[config.mk]
export PLATFORM = sky130hd
export DESIGN_NAME = result_bcd_converter
export DESIGN_NICKNAME = d
export VERILOG_FILES = /design/src/rtl/result_bcd_converter.sv
export SDC_FILE = /design/constraint.sdc
export NUM_CORES = 1
export LEC_CHECK = 0
export ABC_AREA = 1
export BUFFER_PORTS_ARGS = -buffer_cell sky130_fd_sc_hd__buf_2
export CELL_PAD_IN_SITES_DETAIL_PLACEMENT = 1
export CELL_PAD_IN_SITES_GLOBAL_PLACEMENT = 1
export CORE_ASPECT_RATIO = 0.8
export CORE_UTILIZATION = 45
export CTS_CLUSTER_DIAMETER = 60
export DETAILED_ROUTE_END_ITERATION = 8
export PLACE_DENSITY = 0.93
export SKIP_LAST_GASP = 1
export SYNTH_ARGS = -nofsm -noshare
export SYNTH_HDL_FRONTEND = slang
export SYNTH_SLANG_ARGS = --single-unit
[constraint.sdc]
create_clock -name clk -period 3.15 [get_ports clk]
set_input_delay 0.4725 -clock clk [delete_from_list [all_inputs] [get_ports clk]]
set_output_delay 0.4725 -clock clk [all_outputs]
set_load 0.01 [all_outputs]
[src/rtl/result_bcd_converter.sv]
// Sequential binary-to-BCD converter (double-dabble, one bit per clock).
// Produces packed BCD digits, a leading-zero blank mask and an overflow flag.
module result_bcd_converter #(
    parameter int unsigned WIDTH  = 4,
    parameter int unsigned DIGITS = 2
) (
    input  logic                  clk,
    input  logic                  rst_n,
    input  logic [WIDTH-1:0]      in_data,
    input  logic                  in_valid,
    output logic                  in_ready,
    output logic [4*DIGITS-1:0]   bcd,
    output logic [DIGITS-1:0]     blank,
    output logic                  ovf,
    output logic                  out_valid,
    input  logic                  out_ready
);

    localparam int unsigned ACC_W = 4 * DIGITS;
    localparam int unsigned CNT_W = $clog2(WIDTH + 1);

    typedef enum logic [1:0] {
        ST_IDLE  = 2'd0,
        ST_SHIFT = 2'd1,
        ST_DONE  = 2'd2
    } state_e;

    state_e              state_q, state_d;
    logic [WIDTH-1:0]    sr_q, sr_d;
    logic [ACC_W-1:0]    acc_q, acc_d;
    logic [CNT_W-1:0]    cnt_q, cnt_d;
    logic [ACC_W-1:0]    bcd_q, bcd_d;
    logic [DIGITS-1:0]   blank_q, blank_d;
    logic                ovf_q, ovf_d;
    logic                out_valid_q, out_valid_d;

    logic [ACC_W-1:0]    acc_adj;
    logic [DIGITS-1:0]   blank_c;
    logic                all_zero;

    // Add-3 correction on every digit >= 5, all digits evaluated in parallel
    always_comb begin
        acc_adj = acc_q;
        for (int k = 0; k < int'(DIGITS); k++) begin
            if (acc_q[4*k +: 4] >= 4'd5) begin
                acc_adj[4*k +: 4] = acc_q[4*k +: 4] + 4'd3;
            end
        end
    end

    // Digit k is blank when it and every higher digit are zero; units never blank
    always_comb begin
        blank_c  = '0;
        all_zero = 1'b1;
        for (int k = int'(DIGITS) - 1; k >= 1; k--) begin
            all_zero   = all_zero & (acc_q[4*k +: 4] == 4'd0);
            blank_c[k] = all_zero;
        end
    end

    always_comb begin
        state_d     = state_q;
        sr_d        = sr_q;
        acc_d       = acc_q;
        cnt_d       = cnt_q;
        bcd_d       = bcd_q;
        blank_d     = blank_q;
        ovf_d       = ovf_q;
        out_valid_d = out_valid_q;

        unique case (state_q)
            ST_IDLE: begin
                if (in_valid) begin
                    sr_d    = in_data;
                    acc_d   = '0;
                    ovf_d   = 1'b0;
                    cnt_d   = CNT_W'(WIDTH);
                    state_d = ST_SHIFT;
                end
            end
            ST_SHIFT: begin
                if (cnt_q != '0) begin
                    // Carry out of the top digit is the only overflow source
                    {acc_d, sr_d} = {acc_adj[ACC_W-2:0], sr_q, 1'b0};
                    ovf_d         = ovf_q | acc_adj[ACC_W-1];
                    cnt_d         = cnt_q - CNT_W'(1);
                end else begin
                    bcd_d       = acc_q;
                    blank_d     = blank_c;
                    out_valid_d = 1'b1;
                    state_d     = ST_DONE;
                end
            end
            ST_DONE: begin
                if (out_ready) begin
                    out_valid_d = 1'b0;
                    state_d     = ST_IDLE;
                end
            end
            default: begin
                state_d     = ST_IDLE;
                out_valid_d = 1'b0;
            end
        endcase
    end

    always_ff @(posedge clk or negedge rst_n) begin
        if (!rst_n) begin
            state_q     <= ST_IDLE;
            sr_q        <= '0;
            acc_q       <= '0;
            cnt_q       <= '0;
            bcd_q       <= '0;
            blank_q     <= '0;
            ovf_q       <= 1'b0;
            out_valid_q <= 1'b0;
        end else begin
            state_q     <= state_d;
            sr_q        <= sr_d;
            acc_q       <= acc_d;
            cnt_q       <= cnt_d;
            bcd_q       <= bcd_d;
            blank_q     <= blank_d;
            ovf_q       <= ovf_d;
            out_valid_q <= out_valid_d;
        end
    end

    assign in_ready  = (state_q == ST_IDLE);
    assign bcd       = bcd_q;
    assign blank     = blank_q;
    assign ovf       = ovf_q;
    assign out_valid = out_valid_q;

endmodule
======== Yosys cells after proc, flatten, opt, wreduce, memory -nomap -nowiden ========
Index checks and enable logic that the tools add are counted.
Widths: inputs -> output; s select.
storage, ports and cells
  flip-flop bits (word level) ............. 28
  input bits .............................. 8
  output and inout port bits .............. 13
  logic and storage cells ................. 51
operators by class
  add/sub/neg operators ................... 3
  $lt $le $gt $ge ......................... 2
  equality and inequality tests ........... 6
  muxes and demuxes ....................... 21
  bitwise operators ....................... 3
  reductions and logical operators ........ 8
operator list
  kind                 count
  $mux 4               4
  $mux 8               2
  $pmux 8 s2           1
  $reduce_and 3->1     3
  $add 4x2->4 const B  2
  $ge 4x3->1 const B   2
  $ne 2x2->1 const B   4
  $pmux 4 s2           1
  $mux 2               3
  $mux 3               2
  $pmux 2 s3           1
  $pmux 3 s2           1
  $logic_not 4->1      1
  $mux 1               4
  $pmux 1 s3           1
  $reduce_bool 3->1    1
  $sub 3x1->3 const B  1
  $eq 2x1->1 const B   1
  $eq 2x2->1 const B   1
  $logic_not 2->1      1
  $not 1->1            2
  $pmux 1 s2           1
  $reduce_and 2->1     1
  $reduce_bool 2->1    1
  $or 1x1->1           1

======== Logic depth before layout (Yosys ltp) ========
  depth in word-level cells ............... 5
  mapped depth ............................ 9
  mapped depth without buffers ............ 9

======== Worst setup path before layout ========
OpenSTA, ideal clock, no wires.
  path type ............................... register to register
  from .................................... reg cnt_q[0]
  to ...................................... reg acc_q[3]
  library setup time ...................... 0.074 ns
  arrival time ............................ 1.423 ns
  setup slack ............................. 1.653 ns
  cell stages (with the launch flop) ...... 10
  period minus slack after synthesis ...... 1.497 ns
  path through ............................ dfrtp_1 inv_1 ha_1 ha_1 a21oi_1 nand2_4 inv_2 buf_6 nand3_2 o21ai_2
on the way
  cells in the longest elaborated chain, start to end .. 3
ends and longest elaborated chain
  what                        line  text
  start, declared             31    logic [CNT_W-1:0] cnt_q, cnt_d;
  start signal, assigned      121   cnt_q <= cnt_d;
  $reduce_bool 3->1           82    if (cnt_q != '0) begin
  $ne 2x2->1 (no line)        --
  $reduce_and 3->1 (no line)  --
  end signal, assigned        111   acc_q <= '0;
  end signal, assigned        120   acc_q <= acc_d;
  end, declared               30    logic [ACC_W-1:0] acc_q, acc_d;
Every way passes these cells.
A chain may end at the register's enable or synchronous reset.

======== Final worst setup path ========
  from .................................... reg cnt_q[0]
  to ...................................... reg acc_q[7]
Same word-level chain as after synthesis.

==> impl_results.md <==
- Fin crit period: about 1800 ps
- GRT Residual Overflow: 0
- Top cells by count, synth: nand2_1, dfrtp_1, inv_1
- Fin Setup TNS: 0 ps
- Worst-case clock buffer depth: 2
- Leakage power total: 0.807 nW
- Status: finished clean
- Yosys reg bits: 28
- RSZ-0062 raised after global routing: false
- Post-synth top area cell: dfrtp_1
- Most used cell, CP: ha_1
- Drt pass-1 iters: 4
- Peak Freq: between 0.5 and 0.6 GHz
- DIE HEIGHT: 51.7 um
- Post-DP HPWL: 2520 um
- Vias in the first global route: about 1200
- Design Area, Final: 1540 um^2
- PwrDens: around 1100 nW/um^2
- Crit-path max FO: 11
- Area after DPL: 1500 um^2
- PortBufs: 19
- Slowest-stage cell, CP: dfrtp_1
- Worst Setup Start Kind: register
- Clock Skews: 3.34 ps
- Pins Over Slew Limit: 0
- Sequential element share of the synthesized area: 0.504
- Share of cells above drive strength 1: 0.225
- Root Driver: clkbuf_8
- Initial antenna violation count: 0
- Crit path largest cell delay: 390 ps
- Relative slew slack: 0.576
- Post-Syn Area: 1390 um^2
- H-tree lvl count: 1
- Post-synthesis cell count: 159
- Count leader, synth: nand2_1
- Peak supply drop: 0.000533 V
- Area grow syn2layout: 11.1%
- # clock sinks: 28
- Post-route insts no fill: 216
- Via count: 1130
- Cts repair resizes: 0
- Ant. Diodes: 0
- Clock Latency Late Sink: between 200 and 300 ps
- Largest net degree at the start of global routing: 29
- First-pass GRT wire length: 5840 um
- R2R cell count: 8
- RD Place Congestion: a little under 0.8
- Setup crit end kind: register
- Die Wd: ~64 um
- Tcrit/Tclk final: 0.576
- Average cell area after synthesis: 8.74 um^2
- IO Count: 21
- Core box area: 2850 um^2
- Hold-fix buffers, CTS: 0
- Row count: 17
- Final setup viols: 0
- CTS tree: built
- Yosys top cell area share: 0.504
- Async set-reset flop share out of synthesis: 1.00
- Drt via density: 5.23
- Nets: around 190
- Top_reg_cell synth: dfrtp_1
- Slew @ Worst Pin: between 600 and 700 ps
- Metal2 WL: 1690 um
- DRC viols: 0
- Initial core utilization: 0.488
- Total CTS buffers: 3
- Worst EP required: 3350 ps
- Routed wl met3: roughly 110 um
- Synth top area cells: dfrtp_1, nand2_1, inv_1
- Die ar.: 3320 um^2
- Final antenna-violating net count: 0
- Hold/Removal Path Class: input port to async pin
- # fillers: approximately 360
- Clk pin slew, worst setup/hold paths: 90 ps
- Max Cap Viol: 0
- Placed cell count: around 210
- Initial drt markers: 36
- CP Cell Sequence: inv_1, ha_1, ha_1, a21oi_1, nand2_4, inv_2, nand4_1, o21ai_2
- DRT Wirelength: 3340 um
- Critical path class: register to register
- Per-cell routed wire length: 15.5 um
- EDFF count, synth: 0
- Met1 WL: 1450 um
- Syn. warnings: 0
- Final hold vios: 0
- Final Util: 0.542
- Arrival @ worst endpoint: 2020 ps
- Mapped Nets: 173
- Total Power: 0.00166 W
- Setup bufs post-CTS: 0
- All-Layer GR Usage: 0.236
- Top Metal Used: met4
- Synth unique cells: 25
[registers in the layout, summed over array words and instances (netlist names)]
signal     flops
sr_q           4
state_q        2
cnt_q          3
blank          1
out_valid      1
bcd            8
ovf            1
acc_q          8
[area by class of cell]
cell class	count	area, um^2	share of cell area
clock buffers	3	41.3	0.0267
repair buffers	19	95.1	0.0616
multi-input cells	104	569	0.369
inverters	24	90.1	0.0583
flip-flops and latches	28	701	0.454
well taps	38	47.5	0.0308
[kinds of logic (layout without fill, tap and decap cells)]
kind of cell,count (synthesis),after routing,synth area share
flops,28,28,0.504
simple gates,66,66,0.209
fa+ha+maj,6,6,0.0540
compound gates,31,31,0.144
other cells,1,1,0.00270
buf+inv,27,46,0.0864
[placed cells by master, fill, tap and decap left out]
cell type  synthesis  layout
nand3_1            8       8
nor3_1             1       1
ha_1               6       6
inv_2              2       2
a21oi_1            4       4
buf_2              0      19
o21ai_1            9       9
o211ai_1           2       2
a22oi_1            2       2
dfrtp_1           28      28
nand2_1           42      42
nand2_2            2       2
nand2_4            1       1
inv_1             22      22
o22ai_2            1       1
nand4_1            1       1
nor2_1             6       6
nand3_2            1       1
o21ai_2            7       7
nor2_2             3       3
conb_1             1       1
or2_2              1       1
o22ai_1            1       1
clkbuf_8           0       3
o21ai_0            5       5
[metal layers]
layer	track usage	vias to the layer above
met1	0.273	552
met4	0.0926	0
met5	0	-
li1	-	540
met2	0.436	28
met3	0.0439	10
[where the power goes]
group / leakage, nW / total, W / internal [W] / switching [W]
Sequential: 0.359 / 0.000599 / 0.000508 / 0.0000915
Clock: 0.0216 / 0.000193 / 0.0000859 / 0.000107
Combinational: 0.427 / 0.000872 / 0.000288 / 0.000584
[worst paths after layout]
check,slack (ps),to,startpoint
worst max-delay path,1340,acc_q[7],cnt_q[0]
worst min-delay path,210,state_q[1],rst_n
worst max register to register,1340,acc_q[7],cnt_q[0]
worst min register to register,490,bcd[5],bcd[5]
max in group asynchronous,2530,acc_q[6],rst_n
min in group clk,420,sr_q[0],in_data[0]
[critical path: cells and delay by family, from the launching register on]
family                     cells  cell delay, ps
DFF                            1             390
and+or+nand+nor                2             290
AOI/OAI and AO/OA              2             340
buffers and inverters          2             320
adders and majority gates      2             400
[metrics by stage]
stage               hold WS (ps)  setup slack, ps
finish                       209             1340
global route                 242             1190
CTS                          236             1330
detailed placement           473             1370
global placement             468             1530
floorplan                    177             1650
Note: power is estimated with default switching activity, not from simulation.
